[src/rtl/arb_pkg.sv]
// arb_pkg: shared types and constants for the memory port arbiter.
package arb_pkg;
   typedef enum logic {IDLE, WAIT_RSP} arb_state_e;
   typedef enum logic [1:0] {OWN_NONE = 2'd0, OWN_IF = 2'd1, OWN_LS = 2'd2} arb_owner_e;
   localparam int BE_W  = 4;
   localparam int CNT_W = 4;
endpackage

[src/rtl/arb_starve_ctr.sv]
// arb_starve_ctr: saturating data-grant counter with clear; o_hit flags fetch starvation.
module arb_starve_ctr
   import arb_pkg::*;
#(
   parameter int MAX = 4
) (
   input  logic i_clk,
   input  logic i_reset,
   input  logic i_clr,
   input  logic i_inc,
   output logic o_hit
);
   logic [CNT_W-1:0] cnt_q, cnt_d;
   always_comb cnt_d = i_clr ? '0 : (i_inc && cnt_q != CNT_W'(MAX)) ? cnt_q + 1'b1 : cnt_q;
   always_ff @(posedge i_clk or posedge i_reset)
      if (i_reset) cnt_q <= '0;
      else         cnt_q <= cnt_d;
   assign o_hit = cnt_q == CNT_W'(MAX);
endmodule

[src/rtl/mem_port_arbiter.sv]
// mem_port_arbiter: shares one memory port between fetch and load/store, data first, one txn outstanding.
// ARB_STARVE_GUARD_EN compiles in the fetch starvation guard.
module mem_port_arbiter
   import arb_pkg::*;
#(
   parameter int ADDR_W     = 32,
   parameter int DATA_W     = 32,
   parameter int STARVE_MAX = 4
) (
   input  logic              i_clk,
   input  logic              i_reset,
   input  logic              i_if_req,
   input  logic [ADDR_W-1:0] i_if_addr,
   input  logic              i_if_flush,
   output logic              o_if_gnt,
   output logic              o_if_rvalid,
   output logic [DATA_W-1:0] o_if_rdata,
   input  logic              i_ls_req,
   input  logic              i_ls_we,
   input  logic [ADDR_W-1:0] i_ls_addr,
   input  logic [DATA_W-1:0] i_ls_wdata,
   input  logic [BE_W-1:0]   i_ls_be,
   output logic              o_ls_gnt,
   output logic              o_ls_rvalid,
   output logic [DATA_W-1:0] o_ls_rdata,
   output logic              o_mem_req,
   output logic              o_mem_we,
   output logic [ADDR_W-1:0] o_mem_addr,
   output logic [DATA_W-1:0] o_mem_wdata,
   output logic [BE_W-1:0]   o_mem_be,
   input  logic              i_mem_gnt,
   input  logic              i_mem_rvalid,
   input  logic [DATA_W-1:0] i_mem_rdata,
   output logic              o_busy,
   output logic [1:0]        o_owner
);
   arb_state_e state_q, state_d;
   arb_owner_e owner_q, owner_d;
   logic       drop_q, drop_d;
   logic       starve_hit, arb_ok, pick_if, pick_ls, mem_req, gnt, rsp;

`ifdef ARB_STARVE_GUARD_EN
   arb_starve_ctr #(.MAX(STARVE_MAX)) u_starve (
      .i_clk   (i_clk),
      .i_reset (i_reset),
      .i_clr   (~i_if_req | o_if_gnt),
      .i_inc   (o_ls_gnt & ~i_if_flush),
      .o_hit   (starve_hit)
   );
`else
   assign starve_hit = 1'b0;
`endif

   // Reset gates every combinational path so all outputs read 0 while it is held.
   assign arb_ok  = ~i_reset & ((state_q == IDLE) | i_mem_rvalid);
   assign pick_if = i_if_req & ~i_if_flush & (~i_ls_req | starve_hit);
   assign pick_ls = i_ls_req & ~pick_if;
   assign mem_req = arb_ok & (pick_if | pick_ls);
   assign gnt     = mem_req & i_mem_gnt;
   assign rsp     = ~i_reset & (state_q == WAIT_RSP) & i_mem_rvalid;

   always_ff @(posedge i_clk or posedge i_reset)
      if (i_reset) begin
         state_q <= IDLE;
         owner_q <= OWN_NONE;
         drop_q  <= 1'b0;
      end else begin
         state_q <= state_d;
         owner_q <= owner_d;
         drop_q  <= drop_d;
      end

   always_comb begin
      state_d = gnt ? WAIT_RSP : rsp ? IDLE : state_q;
      owner_d = gnt ? (pick_if ? OWN_IF : OWN_LS) : rsp ? OWN_NONE : owner_q;
      drop_d  = (gnt | rsp) ? 1'b0 : drop_q | ((state_q == WAIT_RSP) & (owner_q == OWN_IF) & i_if_flush);
   end

   always_comb begin
      o_mem_req   = mem_req;
      o_mem_we    = mem_req & pick_ls & i_ls_we;
      o_mem_addr  = !mem_req ? '0 : pick_if ? i_if_addr : i_ls_addr;
      o_mem_wdata = (mem_req & pick_ls) ? i_ls_wdata : '0;
      o_mem_be    = !mem_req ? '0 : pick_if ? '1 : i_ls_be;
      o_if_gnt    = gnt & pick_if;
      o_ls_gnt    = gnt & pick_ls;
      o_if_rvalid = rsp & (owner_q == OWN_IF) & ~drop_q;
      o_ls_rvalid = rsp & (owner_q == OWN_LS);
      o_if_rdata  = o_if_rvalid ? i_mem_rdata : '0;
      o_ls_rdata  = o_ls_rvalid ? i_mem_rdata : '0;
      o_busy      = state_q == WAIT_RSP;
      o_owner     = owner_q;
   end
endmodule

[config.mk]
export PLATFORM = sky130hd
export DESIGN_NAME = mem_port_arbiter
export DESIGN_NICKNAME = d
export VERILOG_FILES = /design/src/rtl/arb_pkg.sv /design/src/rtl/arb_starve_ctr.sv /design/src/rtl/mem_port_arbiter.sv
export SDC_FILE = /design/constraint.sdc
export NUM_CORES = 1
export LEC_CHECK = 0
export ABC_AREA = 1
export ABC_CLOCK_PERIOD_IN_PS = 1300
export CORE_AREA = 4 4 106 108
export CTS_CLUSTER_SIZE = 40
export DETAILED_ROUTE_END_ITERATION = 16
export DIE_AREA = 0 0 110 112
export SETUP_SLACK_MARGIN = 0.02
export SLEW_MARGIN = 20
export SYNTH_ARGS = -nofsm -noshare
export SYNTH_HDL_FRONTEND = slang
export SYNTH_SLANG_ARGS = --single-unit
export TNS_END_PERCENT = 50
[constraint.sdc]
create_clock -name i_clk -period 1.3 [get_ports i_clk]
set_input_delay 0.13 -clock i_clk [delete_from_list [all_inputs] [get_ports i_clk]]
set_output_delay 0.13 -clock i_clk [all_outputs]
set_load 0.1 [all_outputs]
### Word level (Yosys, flattened, before mapping)

Index checks and enable logic that the tools add are counted.

| word-level totals | value |
|---|---|
| register bits after elaboration | 4 |
| logic and storage cells | 46 |

| operators by class | value |
|---|---|
| equal/unequal tests | 2 |
| mux-type cells | 13 |
| bitwise operators | 27 |
| reductions and logical operators | 1 |

Operator list:

| kind | number |
|---|---|
| $mux W32 | 5 |
| $and A1 B1 Y1 | 17 |
| $mux W4 | 2 |
| $mux W2 | 3 |
| $not A1 Y1 | 6 |
| $or A1 B1 Y1 | 4 |
| $mux W1 | 3 |
| $eq A2 B1 Y1 const B | 1 |
| $eq A2 B2 Y1 const B | 1 |
| $reduce_bool A2 Y1 | 1 |

### Depth between registers and ports, before layout

Gate-level depths: netlist of run 1.

| depth | value |
|---|---|
| word-level depth | 10 |
| mapped depth | 7 |
| gate-level depth less buffers | 6 |

### Least setup slack after synthesis of run 1

No wires, ideal clock.

| path | value |
|---|---|
| path kind | register to output |
| start point | reg state_q, in the netlist o_busy |
| end point | out o_ls_rdata[10] |
| arrival time | 3,387 ps |
| data required time | 1,170 ps |
| setup slack | -2,217 ps |
| cell stages (with the launch flop) | 6 |
| cell sequence | dfrtp_1 > nand3_4 > nor2_4 > inv_2 > buf_6 > nor2_1 |

| on the way | value |
|---|---|
| longest elaborated chain between the ends | 4 |

Ends and longest elaborated chain:

| what | RTL line | RTL |
|---|---|---|
| start, declared | mem_port_arbiter.sv:37 | `arb_state_e state_q, state_d;` |
| start signal, assigned | mem_port_arbiter.sv:68 | `state_q <= state_d;` |
| $and A1 B1 Y1 (2 in series) | mem_port_arbiter.sv:60 | `assign rsp = ~i_reset & (state_q == WAIT_RSP) & i_mem_rvalid;` |
| $and A1 B1 Y1 | mem_port_arbiter.sv:88 | `o_ls_rvalid = rsp & (owner_q == OWN_LS);` |
| named net o_ls_rvalid | mem_port_arbiter.sv:24 | `output logic o_ls_rvalid,` |
| $mux W32 | mem_port_arbiter.sv:90 | `o_ls_rdata = o_ls_rvalid ? i_mem_rdata : '0;` |
| end, declared | mem_port_arbiter.sv:25 | `output logic [DATA_W-1:0] o_ls_rdata,` |

The timed path passes the listed nets, and every way through them passes these cells.

### Final worst setup path of run 1

| path | value |
|---|---|
| start point | reg state_q, in the netlist o_busy |
| end point | out o_mem_addr[27] |

| on the way | value |
|---|---|
| longest elaborated chain between the ends | 5 |

Ends and longest elaborated chain:

| what | RTL line | RTL |
|---|---|---|
| $not A1 Y1 | mem_port_arbiter.sv:55 | `assign arb_ok = ~i_reset & ((state_q == IDLE) \| i_mem_rvalid);` |
| $or A1 B1 Y1 | mem_port_arbiter.sv:55 |  |
| $and A1 B1 Y1 | mem_port_arbiter.sv:55 |  |
| $and A1 B1 Y1 | mem_port_arbiter.sv:58 | `assign mem_req = arb_ok & (pick_if \| pick_ls);` |
| $mux W32 | mem_port_arbiter.sv:82 | `o_mem_addr = !mem_req ? '0 : pick_if ? i_if_addr : i_ls_addr;` |
| end, declared | mem_port_arbiter.sv:28 | `output logic [ADDR_W-1:0] o_mem_addr,` |

Every way passes these cells.

==> metrics.csv, run 1 <==
metric;value;unit
status;finished, violations left;
failing checks;setup timing;
max_slew headroom;85.3;%
# IOs;281;
CP dominant cell by count;buf_12;
WHS;0.297;ns
register area share after synthesis;6.03;%
H-tree Lvls;1;
IO Port Bufs;280;
worst skew pair latency;0.22;ns
RSZ-0062 raised after global routing;true;
Rows;37;
CP Class;flop to primary output;
Sequential Power Share;4.3;%
final hold vios;0;
worst endpoint required time;1.17;ns
RR Endpoint;o_owner[0]$_DFFE_PP0P_;
setup TNS;-54.30;ns
final worst path period share;135;%
Worst Max-Slew Pin Slew;0.220;ns
largest net degree at the start of global routing;34;
CTS Sinks;4;
number of remaining DRC errors;0;
hold bufs inserted after CTS;0;
register bit total from synthesis;4;
Mean Syn Cell Area;5.14;sq um
Power Total;4.84;mW
Period minus WS final;1.75;ns
Worst path max stage delay;0.49;ns
fin. max-slew vios;0;
Longest Clk Path Bufs;2;
mapped cell area;1660;sq um
routed vias/inst;4.11;
Area Growth Syn to Fin;362;%
via count;3163;
FMAX;0.571;GHz
CTS tree;built;
Clk pwr share;5.8;%
Layout Utilization;75.0;%
Die H;112;um
CP max stage cell;dfrtp_4;
Initial DRT Pass Iterations;4;
R2R Setup Slk;-0.01;ns
Max Fanout on Critical Path;11;
crit-path cells;a21oi_4, buf_12, nand2_8, buf_12, a21oi_4, buf_12;
critical path endpoint category;primary output;
vias in the first global route;3484;
WP data arrival;1.62;ns
Comb power frac;90.0;%
DR iter-0 viols;43;
layout cell share with drive strength beyond 1;54.6;%
Congestion Overflow GR;0;
Peak VDD IR;0.386;mV
first-pass GRT wire length;18.1;mm
Reg clk slew, reported paths;0.03;ns
post-DR wirelength/cell;16.3;um
Net Sw Power;2.73;mW
core area;10200;sq um
Worst R2R Start;o_busy$_DFFE_PP0P_;
Hold WC Path Type;input port to async pin;
Clock Skews;0.00714;ns
starting density of the core;16.2;%
Syn Inst Count;323;
Leak;3.11;nW
number of library cell types mapped by synthesis;18;
Post-layout nets;773;
Detailed Route WL;12.5;mm
CP Launch Type;flop;
switching fraction of total power;56.3;%
post-route ant nets;0;
Tot GR Track Use;18.7;%
Worst R2R Path Depth;6;
Die Area;12300;sq um
cell-internal power;2.12;mW
CTS buffer count;3;
initial antenna violation count;1;
final setup margin;-0.451;ns
Ys Warns;0;
Cell Pwr Density;631;nW/um^2
DP Wirelength;10.1;mm
Placer Congestion;0.784;
final setup vio count;139;
max cap viols;0;
syn nets;463;
Chip Width;110;um
clk root buf;clkbuf_8;
==> logic make-up after synthesis <==
kind of cell           Yosys count  share of synthesized area, %
AOI/OAI and AO/OA               34                          16.7
buffers and inverters           94                          26.0
DFF                              4                          6.03
and+or+nand+nor                191                          51.3
==> registers in the layout, indices dropped and copies added, names as in the netlist <==
name     flops
o_busy       1
o_owner      2
drop_q       1
==> cells in the final DEF (no fill, tap or decap) <==
| cell | netlist | layout |
|---|---|---|
| buf_12 | 0 | 153 |
| clkdlybuf4s50_1 | 0 | 136 |
| nor2_4 | 3 | 104 |
| nand2_1 | 72 | 69 |
| inv_1 | 71 | 68 |
| a21oi_4 | 1 | 33 |
| buf_4 | 0 | 15 |
| buf_16 | 0 | 7 |
| inv_2 | 5 | 6 |
| nor2_1 | 78 | 5 |
| clkbuf_16 | 0 | 4 |
| nand2_2 | 1 | 3 |
| clkbuf_8 | 0 | 3 |
| dlymetal6s2s_1 | 0 | 3 |
| dfrtp_4 | 0 | 3 |
| buf_6 | 9 | 3 |
| nand3_2 | 0 | 2 |
| nand3_1 | 4 | 2 |
| nand2_8 | 0 | 2 |
| inv_4 | 0 | 2 |
| buf_8 | 0 | 2 |
| diode_2 | 0 | 1 |
| nand3_4 | 1 | 1 |
| nor2_2 | 29 | 1 |
| nand2_4 | 2 | 1 |
| nand4_1 | 1 | 1 |
| a31oi_1 | 1 | 1 |
| clkbuf_1 | 0 | 1 |
| dfrtp_1 | 4 | 1 |
==> through the flow <==
step | cells | setup WS, ns | cell area (sq um)
6_report | 769 | -0.451 | 7670
5_1_grt | 769 | -0.504 | 7670
4_1_cts | 762 | -0.482 | 7500
3_5_place_dp | 749 | -0.498 | 6840
3_3_place_gp | 749 | -0.488 | 6840
2_1_floorplan | 323 | -1.02 | 2300
==> area by class of cell <==
cell class / count / area [sq um]
antenna: 1 / 2.50
clock buffer: 4 / 45.0
fill: 683 / 2560
multi-input combinational: 225 / 2120
sequential: 4 / 111
inverter: 76 / 290
timing repair buffer: 323 / 4930
tap: 136 / 170
==> critical path, delay by kind of cell (launching register included) <==
family	cells	cell delay, ns
buffers and inverters	3	0.50
AOI/OAI and AO/OA	2	0.32
and+or+nand+nor	1	0.08
DFF	1	0.49
==> worst max path at each step <==
stage / startpoint / to / slack, ns / depth (start not counted)
final: o_busy$_DFFE_PP0P_ / o_mem_addr[27] / -0.45 / 6
after global routing: o_busy$_DFFE_PP0P_ / o_mem_addr[28] / -0.50 / 6
after CTS: o_busy$_DFFE_PP0P_ / o_mem_wdata[21] / -0.48 / 6
after detailed placement: i_mem_rvalid / o_mem_we / -0.50 / 7
after global placement: i_mem_rvalid / o_mem_wdata[0] / -0.49 / 7
after floorplan: o_busy$_DFFE_PP0P_ / o_ls_rdata[10] / -1.02 / 5
==> metal layers <==
layer,part of all wire (%),GRT usage (%)
met5,0,0
met4,2.2,5.15
met3,12,6.72
met2,54,37.0
met1,32,17.5
==> cell usage after synthesis <==
master   number  area share [%]
nor2_1       78              18
nand2_1      72              16
inv_1        71              16
nor2_2       29              11
a21oi_2      25              13
buf_2         9             2.7
buf_6         9             6.1
a21oi_1       7             2.1
inv_2         5             1.1
dfrtp_1       4             6.0
nand3_1       4             1.2
nor2_4        3             2.0
nand2_4       2             1.4
a21oi_4       1            0.98
a31oi_1       1            0.38
nand2_2       1            0.38
nand3_4       1             1.1
nand4_1       1            0.38
==> power by group through the flow <==
stage / combinational [mW] / sequential, mW / clock (mW)
2_1_floorplan: 2.17 / 0.385 / 0
3_3_place_gp: 3.99 / 0.203 / 0
3_5_place_dp: 4.02 / 0.206 / 0
4_1_cts: 4.34 / 0.209 / 0.288
5_1_grt: 4.51 / 0.212 / 0.303
6_report: 4.36 / 0.207 / 0.279
==> what timing repair did <==
item                       4_1_cts  5_1_grt
buffers inserted                 3        1
setup endpoints to repair      142      141
gates cloned                     6        5
pin swaps                        7       13
gates resized for setup         79       12
No activity file was read; power rests on OpenSTA's default activity.
==> run 2: changes to the inputs <==
==> constraint.sdc (replaced) <==
create_clock -name i_clk -period 1.3 [get_ports i_clk]
set_input_delay 0.26 -clock i_clk [delete_from_list [all_inputs] [get_ports i_clk]]
set_output_delay 0.26 -clock i_clk [all_outputs]
set_load 0.1 [all_outputs]
==> metrics.csv, run 2 (synthesis gave the netlist of run 1 again) <==
metric;value;unit;change
Rows;37;;unchanged
post-DR wirelength/cell;16.6;um;was 16.3 um
max FFs per register;2;;unchanged
Net Sw Power;2.76;mW;was 2.73 mW
starting density of the core;16.2;%;unchanged
Clk pwr share;5.6;%;was 5.8%
met1 wire length;3.88;mm;was 4.01 mm
max cap viols;0;;unchanged
Longest Clk Path Bufs;2;;unchanged
Worst path top cell family by delay;buffers and inverters;;unchanged
layout cell share with drive strength beyond 1;56.5;%;was 54.6%
final setup margin;-0.578;ns;was -0.451 ns
hold bufs inserted after CTS;0;;unchanged
Sequential Power Share;4.0;%;was 4.3%
Hold WC Path Type;input port to async pin;;unchanged
worst skew pair latency;0.22;ns;about the same
critical path endpoint category;primary output;;unchanged
DP Wirelength;10.1;mm;about the same
Reg clk slew, reported paths;0.04;ns;was 0.03 ns
WHS;0.215;ns;was 0.297 ns
IO Port Bufs;280;;unchanged
Post-layout nets;780;;was 773
Congestion Overflow GR;0;;unchanged
Tot GR Track Use;19.7;%;was 18.7%
worst endpoint required time;1.04;ns;was 1.17 ns
commonest non-fill, non-tap cells in the layout;buf_12 (152), clkdlybuf4s50_1 (134), nor2_4 (103);;was buf_12 (153), clkdlybuf4s50_1 (136), nor2_4 (104)
post-route ant nets;0;;unchanged
Top Layer Used;met4;;unchanged
Cell Pwr Density;637;nW/um^2;was 631 nW/um^2
vias in the first global route;3549;;was 3484
Comb power frac;90.3;%;was 90.0%
Peak VDD IR;0.376;mV;was 0.386 mV
Clock Skews;0.00622;ns;was 0.00714 ns
Reg area;111;sq um;unchanged
CP max stage cell;dfrtp_4;;unchanged
design area;7780;sq um;was 7670 sq um
RSZ-0062 raised after global routing;true;;unchanged
cell area after placement;6850;sq um;was 6840 sq um
status;finished, violations left;;unchanged
Die Area;12300;sq um;unchanged
Worst Max-Slew Pin Slew;0.237;ns;was 0.220 ns
final hold vios;0;;unchanged
CP Launch Type;flop;;unchanged
Initial DRT Pass Iterations;4;;unchanged
via count;3227;;was 3163
most common cell after layout, fill and taps aside;buf_12;;unchanged
CP Class;flop to primary output;;unchanged
crit-path cells;a21oi_4, buf_6, nand2_8, buf_12, a21oi_4, buf_12;;was a21oi_4, buf_12, nand2_8, buf_12, a21oi_4, buf_12
Leak;3.15;nW;was 3.11 nW
core area;10200;sq um;unchanged
initial antenna violation count;0;;was 1
clk root buf;clkbuf_8;;unchanged
number of diodes;0;;was 1
routed vias/inst;4.16;;was 4.11
worst path bufs/invs;3;;unchanged
first-pass GRT wire length;19.0;mm;was 18.1 mm
Power Total;4.96;mW;was 4.84 mW
H-tree Lvls;1;;unchanged
cell-internal power;2.20;mW;was 2.12 mW
Area Growth Syn to Fin;369;%;was 362%
max_slew headroom;84.2;%;was 85.3%
Detailed Route WL;12.9;mm;was 12.5 mm
WP data arrival;1.62;ns;about the same
fin. max-slew vios;0;;unchanged
Filler cells;665;;was 683
Multi-input gate area;2140;sq um;was 2120 sq um
Die H;112;um;unchanged
met2 wire length;7.03;mm;was 6.75 mm
largest net degree at the start of global routing;17;;was 34
pre-CTS WS;-0.746;ns;was -0.498 ns
switching fraction of total power;55.7;%;was 56.3%
Period minus WS final;1.88;ns;was 1.75 ns
Max Fanout on Critical Path;7;;was 11
final worst path period share;144;%;was 135%
final setup vio count;139;;unchanged
CTS Sinks;4;;unchanged
met3 WL post-DR;1.69;mm;was 1.49 mm
DR iter-0 viols;73;;was 43
# IOs;281;;unchanged
Chip Width;110;um;unchanged
FMAX;0.532;GHz;was 0.571 GHz
CTS tree;built;;unchanged
Worst path max stage delay;0.48;ns;was 0.49 ns
number of remaining DRC errors;0;;unchanged
failing checks;setup timing;;unchanged
Layout Utilization;76.0;%;was 75.0%
Placer Congestion;0.787;;was 0.784
CTS buffer count;3;;unchanged
==> run 2: routing by layer <==
metal | vias to the layer above | global-route usage (%)
li1 | 1562 | -
met1 | 1457 | 18.9
met2 | 185 | 37.6
met3 | 23 | 7.54
met4 | 0 | 6.07
met5 | - | 0
==> run 2: area by class of cell <==
| cell class | instances | share of cell area (%) |
|---|---|---|
| multi-input combinational | 225 | 27.5 |
| timing repair buffer | 330 | 64.5 |
| inverter | 76 | 3.83 |
| clock buffer | 4 | 0.579 |
| tap | 136 | 2.19 |
| sequential | 4 | 1.43 |
==> run 2: final timing paths <==
check,start,endpoint,slack (ns),cells past startpoint
worst max register to register,o_busy$_DFFE_PP0P_,o_owner[0]$_DFFE_PP0P_,0.01,6
max in group asynchronous,i_reset,o_busy$_DFFE_PP0P_,0.96,3
worst min register to register,o_owner[1]$_DFFE_PP0P_,o_owner[1]$_DFFE_PP0P_,0.59,2
worst min-delay path,i_reset,o_owner[1]$_DFFE_PP0P_,0.21,3
worst max-delay path,o_busy$_DFFE_PP0P_,o_mem_addr[31],-0.58,6
min in group i_clk,i_if_flush,drop_q$_DFF_PP0_,0.49,3
==> run 2: repair_timing <==
| action | 4_1_cts | 5_1_grt |
|---|---|---|
| pin swaps | 22 | 4 |
| endpoints found under the setup margin | 143 | 143 |
| setup buffers | 10 | 0 |
| resized for setup | 104 | 8 |
| cloned | 10 | 2 |
==> run 2: per-stage QoR <==
stage / setup TNS [ns] / instances
2_1_floorplan: -126.18 / 323
3_5_place_dp: -91.22 / 750
4_1_cts: -76.65 / 773
6_report: -73.97 / 775
5_1_grt: -81.81 / 775
3_3_place_gp: -91.28 / 750
==> run 2: tightest hold or removal path, cell delays in order <==
cell           delay [ns]
dlygate4sd2_1        0.27
inv_2                0.09
buf_4                0.14
==> run 2: power by group through the flow <==
stage                     clock (mW)  combinational (mW)  sequential [mW]
after floorplan                    0                2.17            0.385
after global placement             0                3.99            0.203
after global routing           0.299                4.63            0.203
final                          0.279                4.48            0.200
after CTS                      0.287                4.45            0.199
after detailed placement           0                4.02            0.205
